## src/rtl/pwm_pkg.sv

```systemverilog
// Shared constants and helpers for the multi-channel PWM generator.
package pwm_pkg;

  localparam logic MODE_EDGE   = 1'b0;
  localparam logic MODE_CENTRE = 1'b1;

  localparam logic DIR_UP   = 1'b0;
  localparam logic DIR_DOWN = 1'b1;

  // Ceiling log2 of a positive count; evaluated at elaboration time only.
  function automatic int clog2(input int n);
    int r;
    r = 32'sd0;
    for (int i = 0; i < 31; i++) begin
      if ((32'sd1 <<< i) < n) begin
        r = i + 32'sd1;
      end
    end
    return r;
  endfunction

  // Width of a channel index; a single channel still gets a 1-bit index port.
  function automatic int ch_idx_w(input int n);
    return (n > 32'sd1) ? clog2(n) : 32'sd1;
  endfunction

endpackage

```

## src/rtl/pwm_timebase.sv

```systemverilog
// Shared PWM counter: up-count (edge) or up/down-count (centre) against a
// period latched only at period boundaries, plus the boundary strobe.
module pwm_timebase
  import pwm_pkg::*;
#(
  parameter int CNT_W = 8
) (
  input  logic             clk,
  input  logic             rst,
  input  logic             en,
  input  logic             mode,
  input  logic [CNT_W-1:0] period,
  output logic [CNT_W-1:0] cnt,
  output logic             boundary,
  output logic             period_done
);

  localparam logic [CNT_W-1:0] CNT_ZERO = CNT_W'(1'b0);
  localparam logic [CNT_W-1:0] CNT_ONE  = CNT_W'(1'b1);

  logic [CNT_W-1:0] cnt_q, cnt_d;
  logic [CNT_W-1:0] period_q, period_d;
  logic             mode_q, mode_d;
  logic             dir_q, dir_d;
  logic             done_q, done_d;
  logic             bnd_s;

  // Last cycle of the current period (every cycle when the period is zero).
  always_comb begin
    bnd_s = 1'b0;
    if (!en) begin
      bnd_s = 1'b0;
    end else if (period_q == CNT_ZERO) begin
      bnd_s = 1'b1;
    end else if (mode_q == MODE_EDGE) begin
      bnd_s = (cnt_q == period_q);
    end else begin
      bnd_s = (cnt_q == CNT_ZERO) && (dir_q == DIR_DOWN);
    end
  end

  // Next counter/direction; period and mode are only re-sampled at a boundary
  // (or continuously while disabled so a fresh start uses current settings).
  always_comb begin
    cnt_d    = cnt_q;
    dir_d    = dir_q;
    period_d = period_q;
    mode_d   = mode_q;
    done_d   = 1'b0;
    if (!en) begin
      cnt_d    = CNT_ZERO;
      dir_d    = DIR_UP;
      period_d = period;
      mode_d   = mode;
    end else if (bnd_s) begin
      period_d = period;
      mode_d   = mode;
      done_d   = 1'b1;
      dir_d    = DIR_UP;
      // A centre period restarts at 1 so that count 0 appears once per period.
      if ((mode == MODE_CENTRE) && (period != CNT_ZERO)) begin
        cnt_d = CNT_ONE;
      end else begin
        cnt_d = CNT_ZERO;
      end
    end else if (mode_q == MODE_EDGE) begin
      cnt_d = cnt_q + CNT_ONE;
    end else if (dir_q == DIR_UP) begin
      if (cnt_q == period_q) begin
        cnt_d = cnt_q - CNT_ONE;
        dir_d = DIR_DOWN;
      end else begin
        cnt_d = cnt_q + CNT_ONE;
      end
    end else begin
      cnt_d = cnt_q - CNT_ONE;
    end
  end

  // Timebase state registers.
  always_ff @(posedge clk or posedge rst) begin
    if (rst) begin
      cnt_q    <= CNT_ZERO;
      dir_q    <= DIR_UP;
      period_q <= CNT_ZERO;
      mode_q   <= MODE_EDGE;
      done_q   <= 1'b0;
    end else begin
      cnt_q    <= cnt_d;
      dir_q    <= dir_d;
      period_q <= period_d;
      mode_q   <= mode_d;
      done_q   <= done_d;
    end
  end

  assign cnt         = cnt_q;
  assign boundary    = bnd_s;
  assign period_done = done_q;

endmodule

```

## src/rtl/pwm_multi_ch.sv

```systemverilog
// N-channel PWM generator: one shared timebase, per-channel shadow/active
// duty registers and a registered compare output.
module pwm_multi_ch
  import pwm_pkg::*;
#(
  parameter int              N_CH     = 4,
  parameter int              CNT_W    = 8,
  parameter logic [N_CH-1:0] INV_MASK = '0,
  localparam int             CH_W     = ch_idx_w(N_CH)
) (
  input  logic             clk,
  input  logic             rst,
  input  logic             en,
  input  logic             mode,
  input  logic [CNT_W-1:0] period,
  input  logic             wr_en,
  input  logic [CH_W-1:0]  wr_ch,
  input  logic [CNT_W-1:0] wr_duty,
  output logic [N_CH-1:0]  pwm_out,
  output logic             period_done
);

  logic [CNT_W-1:0] cnt_s;
  logic             bnd_s;
  logic             wr_ok_s;
  logic [N_CH-1:0]  raw_s;
  logic [N_CH-1:0]  pwm_q, pwm_d;

  pwm_timebase #(.CNT_W(CNT_W)) u_timebase (
    .clk        (clk),
    .rst        (rst),
    .en         (en),
    .mode       (mode),
    .period     (period),
    .cnt        (cnt_s),
    .boundary   (bnd_s),
    .period_done(period_done)
  );

  // Out-of-range channel indices are dropped.
  assign wr_ok_s = wr_en && (int'(wr_ch) < N_CH);

  for (genvar i = 0; i < N_CH; i++) begin : g_ch
    logic [CNT_W-1:0] shd_q, shd_d;
    logic [CNT_W-1:0] act_q, act_d;

    // Shadow takes writes; active copies the pre-write shadow while idle or at a boundary.
    always_comb begin
      if (wr_ok_s && (wr_ch == CH_W'(i))) begin
        shd_d = wr_duty;
      end else begin
        shd_d = shd_q;
      end
      if (!en || bnd_s) begin
        act_d = shd_q;
      end else begin
        act_d = act_q;
      end
    end

    // Per-channel duty registers.
    always_ff @(posedge clk or posedge rst) begin
      if (rst) begin
        shd_q <= CNT_W'(1'b0);
        act_q <= CNT_W'(1'b0);
      end else begin
        shd_q <= shd_d;
        act_q <= act_d;
      end
    end

    assign raw_s[i] = (cnt_s < act_q);
  end

  // Output level: compare result while running, inactive level when disabled.
  always_comb begin
    if (en) begin
      pwm_d = raw_s ^ INV_MASK;
    end else begin
      pwm_d = INV_MASK;
    end
  end

  // Registered pad outputs.
  always_ff @(posedge clk or posedge rst) begin
    if (rst) begin
      pwm_q <= INV_MASK;
    end else begin
      pwm_q <= pwm_d;
    end
  end

  assign pwm_out = pwm_q;

endmodule

```

## config.mk

```make
export PLATFORM = sky130hd
export DESIGN_NAME = pwm_multi_ch
export DESIGN_NICKNAME = d
export VERILOG_FILES = /design/src/rtl/pwm_pkg.sv /design/src/rtl/pwm_timebase.sv /design/src/rtl/pwm_multi_ch.sv
export SDC_FILE = /design/constraint.sdc
export NUM_CORES = 1
export LEC_CHECK = 0
export ABC_AREA = 1
export CAP_MARGIN = 20
export CORE_UTILIZATION = 64
export DETAILED_ROUTE_END_ITERATION = 10
export GPL_ROUTABILITY_DRIVEN = 0
export PLACE_DENSITY = 0.94
export SETUP_SLACK_MARGIN = 0.02
export SLEW_MARGIN = 40
export SYNTH_ARGS = -nofsm -noshare
export SYNTH_HDL_FRONTEND = slang
export SYNTH_SLANG_ARGS = --single-unit
export TNS_END_PERCENT = 20
```

## constraint.sdc

```tcl
create_clock -name clk -period 4.49 [get_ports clk]
set_input_delay 0.898 -clock clk [delete_from_list [all_inputs] [get_ports clk]]
set_output_delay 0.898 -clock clk [all_outputs]
set_load 0.02 [all_outputs]
```

==> qor.csv, run 1 <==
stage,metric,value,unit
yosys,synth.avg_cell_area,9.10,um2
clock_tree,postCtsSetupRepairBufs,0,
grt,grt_pass1_wl,16600,um
grt,track_usage,29.1,%
grt,grt_pass1_vias,3550,
yosys,synth_edf_count,0,
routing,wl_per_cell,15.4,um
yosys,ys_seq_area_share,46.6,%
floorplanning,die_w,87.4,um
yosys,synth.distinct_cells,30,
yosys,synthCells,513,
yosys,ys_ff_latch,87,
yosys,syn_nets,567,
clock_tree,clock_sinks,87,
flow_run,drv_cap,0,
routing,drc_errors,0,
worst_setup_path,startpoint_type,register,
grt,antenna_found_initial,0,
routing,first_iter_violations,312,
floorplanning,start_util,67.6,%
clock_tree,clk_pin_slew,0.09,ns
sta,finalSetupViolCount,0,
sta,tns,0,ns
clock_tree,cts_root_buf,clkbuf_8,
worst_setup_path,critical_path_buf_inv_count,2,
clock_tree,h-tree-depth,3,
floorplanning,dieArea,7640,um2
power_and_ir_drop,pwr-share-comb,24.7,%
worst_setup_path,path_class,register to register,
cells_and_area,syn_to_final_growth,9.27,%
clock_tree,cts-buffers-inserted,9,
sta,worstMarginPinSlew,0.551,ns
floorplanning,coreArea,6910,um2
worst_setup_path,path_delay_family,simple AND/OR/NAND/NOR gates,
sta,rsz0062_at_grt,no,
clock_tree,ctsHoldBuffers,0,
floorplanning,ioPinCount,28,
sta,hold_viol,0,
power_and_ir_drop,powerDensity,390,nW/um2
sta,period_share,53.0,%
min_path,hold_path.class,register to register,
clock_tree,cts_resized,0,
yosys,syn_area,4670,um2
clock_tree,cts_tree,yes,
worst_setup_path,cp_cell_sequence,"inv_1, ha_1, nand3_1, nor2_1, a21oi_4, nand3_4, buf_4, nand2_2, o21ai_2",
power_and_ir_drop,p_sw,687,uW
routing,vias,3639,
routing,wl,9840,um
routing,ant_nets,0,
floorplanning,row_count,30,
power_and_ir_drop,power_frac_seq,49.4,%
worst_setup_path,slowest_stage,dfrtp_1,
worst_setup_path,cp_max_fo,32,
worst_setup_path,max_stage_delay,0.54,ns
run_status,status,finished clean,
floorplanning,die_h,87.4,um
routing,viasPerCell,5.70,
clock_tree,clk_latency,0.38,ns
power_and_ir_drop,leakage,2.48,nW
power_and_ir_drop,internal_power,1.30,mW
yosys,async_flop_share,100,%
yosys,synthFlopType,dfrtp_1,
yosys,ys_warn_count,0,
routing,drtPass1Iterations,7,
cells_and_area,diodes,0,
power_and_ir_drop,ir_drop,0.000345,V
placed_design,dpl-instance-area,4920,um2
sta,finalClockSkew,0.0156,ns
sta,slew_violations,0,
placed_design,dpl.hpwl,6980,um
placed_design,port_buffers,27,
grt,overflow,0,
cells_and_area,drive_above_1_share,16.2,%
sta,relSlewSlack,63.1,%
sta,fin_crit,2.38,ns
power_and_ir_drop,switching_share,34.5,%
worst_setup_path,worstPathArrival,2.64,ns
worst_setup_path,critPathCaptureType,register,
cells_and_area,final_area,5100,um2
cells_and_area,nets,591,
sta,fmax,0.420,GHz
grt,grt_start_max_net_pins,64,
worst_setup_path,crit_required,4.75,ns
cells_and_area,fillCellCount,454,
power_and_ir_drop,power_frac_clock,25.9,%
clock_tree,cts.path.max_buffers,2,
-- per-stage QoR --
stage	total power [mW]	std cells	setup slack (ns)	hold WS [ns]	utilization (%)
final	1.99	638	2.11	0.488	73.9
after floorplan	1.34	513	1.34	0.453	-
after CTS	1.98	638	2.15	0.491	73.9
after global placement	1.43	622	1.98	0.467	71.2
after detailed placement	1.48	622	1.93	0.474	71.3
after global routing	2.09	638	1.94	0.518	73.9
-- area by class of cell --
class / count / area (um2) / area share, %
sequential: 87 / 2180 / 42.7
multi-input combinational: 338 / 2060 / 40.4
timing repair buffer: 30 / 293 / 5.74
inverter: 71 / 272 / 5.32
clock buffer: 10 / 128 / 2.50
tap: 96 / 120 / 2.35
clock inverter: 6 / 51.3 / 1.01
-- final timing paths --
| check | from | to | slack [ns] | depth (start not counted) |
|---|---|---|---|---|
| max reg2reg | u_timebase.cnt[1] | g_ch[0].act_q[1] | 2.11 | 9 |
| max | u_timebase.cnt[1] | g_ch[0].act_q[1] | 2.11 | 9 |
| min reg2reg | g_ch[2].shd_q[4] | g_ch[2].act_q[4] | 0.49 | 2 |
| min | g_ch[2].shd_q[4] | g_ch[2].act_q[4] | 0.49 | 2 |
| min in group asynchronous | rst | g_ch[1].act_q[0] | 0.92 | 2 |
| max in group asynchronous | rst | g_ch[0].shd_q[7] | 2.86 | 3 |
-- layer usage --
| metal | up-vias | wire (um) | global-route usage (%) |
|---|---|---|---|
| met3 | 37 | 522 | 5.97 |
| met1 | 1760 | 4050 | 35.9 |
| met4 | 0 | 334 | 15.4 |
| met2 | 138 | 4930 | 48.4 |
| met5 | - | 0 | 0 |
| li1 | 1704 | - | - |
-- power groups by stage --
stage | sequential, mW | combinational (mW) | clock [mW]
6_report | 0.984 | 0.491 | 0.516
5_1_grt | 0.994 | 0.553 | 0.547
4_1_cts | 0.981 | 0.490 | 0.513
3_5_place_dp | 0.996 | 0.480 | 0
3_3_place_gp | 0.990 | 0.443 | 0
2_1_floorplan | 0.977 | 0.361 | 0
-- state kept, by name, indices dropped and copies added, names as in the netlist --
name,flops
u_timebase.dir_q,1
u_timebase.mode_q,1
pwm_out,4
g_ch.act_q,32
u_timebase.period_q,8
g_ch.shd_q,32
u_timebase.cnt,8
u_timebase.period_done,1
-- synthesized netlist by cell type, types with 6 or more instances --
library cell / n / area share [%]
ha_1: 31 / 8.3
nand2_2: 27 / 3.6
inv_1: 68 / 5.5
o21ai_0: 46 / 4.9
xor2_1: 8 / 1.5
dfrtp_1: 87 / 47
a21oi_1: 21 / 2.3
xnor2_1: 6 / 1.1
nand2_1: 96 / 7.7
o21ai_2: 30 / 5.6
nand3_1: 27 / 2.9
nor2_1: 18 / 1.4
-- cells by family after synthesis --
family          after synthesis  synth area share (%)
compound gates              103                  14.0
xor+xnor                     14                  2.63
fa+ha+maj                    31                  8.31
buf+inv                      88                  9.22
simple gates                190                  19.2
flops                        87                  46.6
-- cell usage in the layout (no fill, tap or decap), types with 2 or more instances in the layout --
master and instances:
nor4_1 2, nand3_1 27, o21ai_0 46, nand3_4 2, inv_6 3, dfrtp_1 87
a21oi_2 3, nand3b_1 5, nand2_2 27, o21ai_2 30, inv_2 3, buf_4 3
xor2_1 8, nor2_2 2, nand4_1 5, inv_1 67, nor3_1 5, clkdlybuf4s50_1 27
clkbuf_8 9, a21oi_1 21, ha_1 31, clkinv_4 3, nor2_1 18, xnor2_1 6
nand2_1 96
-- worst register-to-register path, delay by kind of cell (launching register included) --
kind	cells	cell delay [ns]
and+or+nand+nor	4	0.63
buffers and inverters	2	0.57
AOI/OAI and AO/OA	2	0.31
DFF	1	0.54
adders and majority gates	1	0.20
Note: power is estimated with default switching activity, not from simulation.
==> run 2, diff against run 1 <==
CORE_UTILIZATION = 54   (was 64)
PLACE_DENSITY = 0.85   (was 0.94)
clock period = 1.9 ns   (was 4.49 ns; I/O delays follow)
==> qor.csv, run 2 (synthesized netlist as in run 1, its figures left out) <==
stage,metric,value,unit,change
worst_setup_path,worstReg2RegStart,u_timebase.cnt[0],,
worst_setup_path,path_class,register to register,,
routing,drc_errors,0,,unchanged
routing,drtPass1Iterations,6,,-1
routing,vias,3534,,-2.9%
clock_tree,clk_latency,0.37,ns,about the same
power_and_ir_drop,ir_drop,0.000539,V,+56%
worst_setup_path,cp_max_fo,44,,+38%
power_and_ir_drop,p_sw,1.60,mW,+130%
worst_setup_path,cp-startpoint,u_timebase.cnt[0],,
routing,first_iter_violations,249,,-20%
floorplanning,start_util,56.2,%,-11 points
worst_setup_path,endpoint,g_ch[3].act_q[4],,
clock_tree,h-tree-depth,3,,unchanged
floorplanning,dieArea,9020,um2,+18%
sta,fin_crit,1.81,ns,-0.568 ns
sta,relSlewSlack,66.3,%,+3.2 points
worst_setup_path,worstPathArrival,2.10,ns,-0.54 ns
sta,period_share,95.4,%,+42 points
cells_and_area,drive_above_1_share,18.1,%,+1.8 points
floorplanning,die_h,95.0,um,+8.7%
flow_run,drv_cap,0,,unchanged
placed_design,port_buffers,27,,unchanged
power_and_ir_drop,powerDensity,900,nW/um2,+130%
sta,finalSetupViolCount,0,,unchanged
cells_and_area,layout.cells.most_common_list,"96 x nand2_1, 87 x dfrtp_1, 67 x inv_1",,
floorplanning,ioPinCount,28,,unchanged
sta,fmax,0.551,GHz,+31%
grt,overflow,0,,unchanged
worst_setup_path,crit_required,2.18,ns,-2.57 ns
clock_tree,clk_pin_slew,0.10,ns,about the same
cells_and_area,largest_registers,"g_ch.act_q: 32 flops, g_ch.shd_q: 32 flops",,
power_and_ir_drop,power_frac_clock,25.7,%,-0.2 points
floorplanning,die_w,95.0,um,+8.7%
cells_and_area,syn_to_final_growth,12.2,%,
clock_tree,cts.path.max_buffers,2,,unchanged
clock_tree,cts_root_buf,clkbuf_8,,
grt,antenna_found_initial,0,,unchanged
clock_tree,clock_sinks,87,,unchanged
power_and_ir_drop,internal_power,3.12,mW,+140%
min_path,hold_path.class,input pin to asynchronous set/reset pin,,
sta,finalClockSkew,0.0101,ns,-0.00544 ns
cells_and_area,fillCellCount,611,,+35%
power_and_ir_drop,pwr-share-comb,26.1,%,+1.4 points
sta,hold_viol,0,,unchanged
grt,grt_start_max_net_pins,88,,+38%
power_and_ir_drop,switching_share,33.9,%,-0.66 points
sta,worst_slack,0.0866,ns,-2.02 ns
floorplanning,coreArea,8300,um2,+20%
cells_and_area,diodes,0,,unchanged
clock_tree,cts_tree,yes,,
routing,wl,9540,um,-3.1%
clock_tree,cts-buffers-inserted,9,,unchanged
worst_setup_path,r2r-end,g_ch[3].act_q[4],,
grt,grt_pass1_wl,16400,um,-1.4%
placed_design,pre_cts_ws,0.137,ns,-1.80 ns
clock_tree,cts_resized,0,,unchanged
run_status,status,finished clean,,
cells_and_area,final_common_cell,nand2_1,,
power_and_ir_drop,leakage,2.55,nW,+2.8%
worst_setup_path,r2r_cells,9,,unchanged
worst_setup_path,critPathCaptureType,register,,
worst_setup_path,startpoint_type,register,,
sta,tns,0,ns,unchanged
grt,grt_pass1_vias,3488,,-1.7%
floorplanning,row_count,33,,+10%
sta,slew_violations,0,,unchanged
worst_setup_path,reg2reg_slack,0.09,ns,-2.02 ns
routing,viasPerCell,5.36,,-6.0%
grt,track_usage,24.0,%,-5.1 points
placed_design,dpl.hpwl,6930,um,-0.71%
cells_and_area,nets,603,,+2.0%
power_and_ir_drop,power_frac_seq,48.1,%,-1.3 points
routing,wl_per_cell,14.5,um,-6.2%
sta,rsz0062_at_grt,yes,,
routing,ant_nets,0,,unchanged
sta,worstMarginPinSlew,0.504,ns,-0.0470 ns
==> run 2: cell types whose count changed in the layout (fill, tap and decap cells not counted) <==
cell and delta:
clkinv_4 -1, buf_12 +3, buf_4 +9, clkinvlp_4 +1
==> run 2: layout make-up <==
| class | count | area, um2 | area share (%) |
|---|---|---|---|
| clock buffers | 10 | 128 | 2.44 |
| clock inverters | 6 | 51.3 | 0.979 |
| inverters | 71 | 270 | 5.16 |
| multi-input cells | 338 | 2060 | 39.3 |
| flip-flops and latches | 87 | 2180 | 41.6 |
| well taps | 105 | 131 | 2.51 |
| repair buffers | 42 | 420 | 8.02 |
==> run 2: through the flow <==
stage | std cells | util, % | hold slack [ns] | total power [mW] | instance area, um2
global placement | 643 | 61.0 | 0.467 | 3.44 | 5060
detailed placement | 643 | 61.0 | 0.469 | 3.52 | 5060
floorplan | 513 | - | 0.453 | 3.16 | 4670
finish | 659 | 63.1 | 0.485 | 4.71 | 5240
global route | 659 | 63.1 | 0.514 | 4.99 | 5240
CTS | 659 | 63.1 | 0.493 | 4.72 | 5240
==> run 2: how the worst min path moves through the flow <==
| stage | end | slack [ns] | cells past startpoint |
|---|---|---|---|
| after floorplan | g_ch[0].act_q[7] | 0.45 | 2 |
| after global routing | g_ch[0].act_q[0] | 0.51 | 2 |
| after detailed placement | g_ch[0].act_q[0] | 0.47 | 2 |
| final | g_ch[1].shd_q[0] | 0.49 | 3 |
| after CTS | g_ch[0].act_q[0] | 0.49 | 2 |
| after global placement | g_ch[0].act_q[7] | 0.47 | 2 |
==> run 2: per-layer routing <==
metal | wire (um) | share of wire [%] | GRT usage, % | up-vias
li1 | - | - | - | 1726
met5 | 0 | 0 | 0 | -
met1 | 4210 | 44 | 31.7 | 1660
met2 | 4600 | 48 | 38.2 | 122
met4 | 259 | 2.7 | 11.6 | 0
met3 | 466 | 4.9 | 4.35 | 26
==> run 2: critical path: stages, from the launching register on <==
cell and delay, ns:
dfrtp_1 0.40, buf_4 0.16, xnor2_1 0.15, nand2_1 0.09
nor2_2 0.20, nand3_4 0.13, nand3_4 0.12, buf_12 0.24
nand2_1 0.13, o21ai_0 0.09
==> run 2: what timing repair did <==
item / in CTS / in global routing
setup endpoints to repair: 0 / 9
hold endpoints to repair: 0 / 0
setup buffers: 0 / 0
hold buffers: 0 / 0
==> run 2: power groups by stage <==
stage | Combinational (mW) | Clock, mW | Sequential, mW
finish | 1.23 | 1.21 | 2.27
global route | 1.38 | 1.31 | 2.30
CTS | 1.23 | 1.23 | 2.27
detailed placement | 1.21 | 0 | 2.30
global placement | 1.15 | 0 | 2.29
floorplan | 0.854 | 0 | 2.31
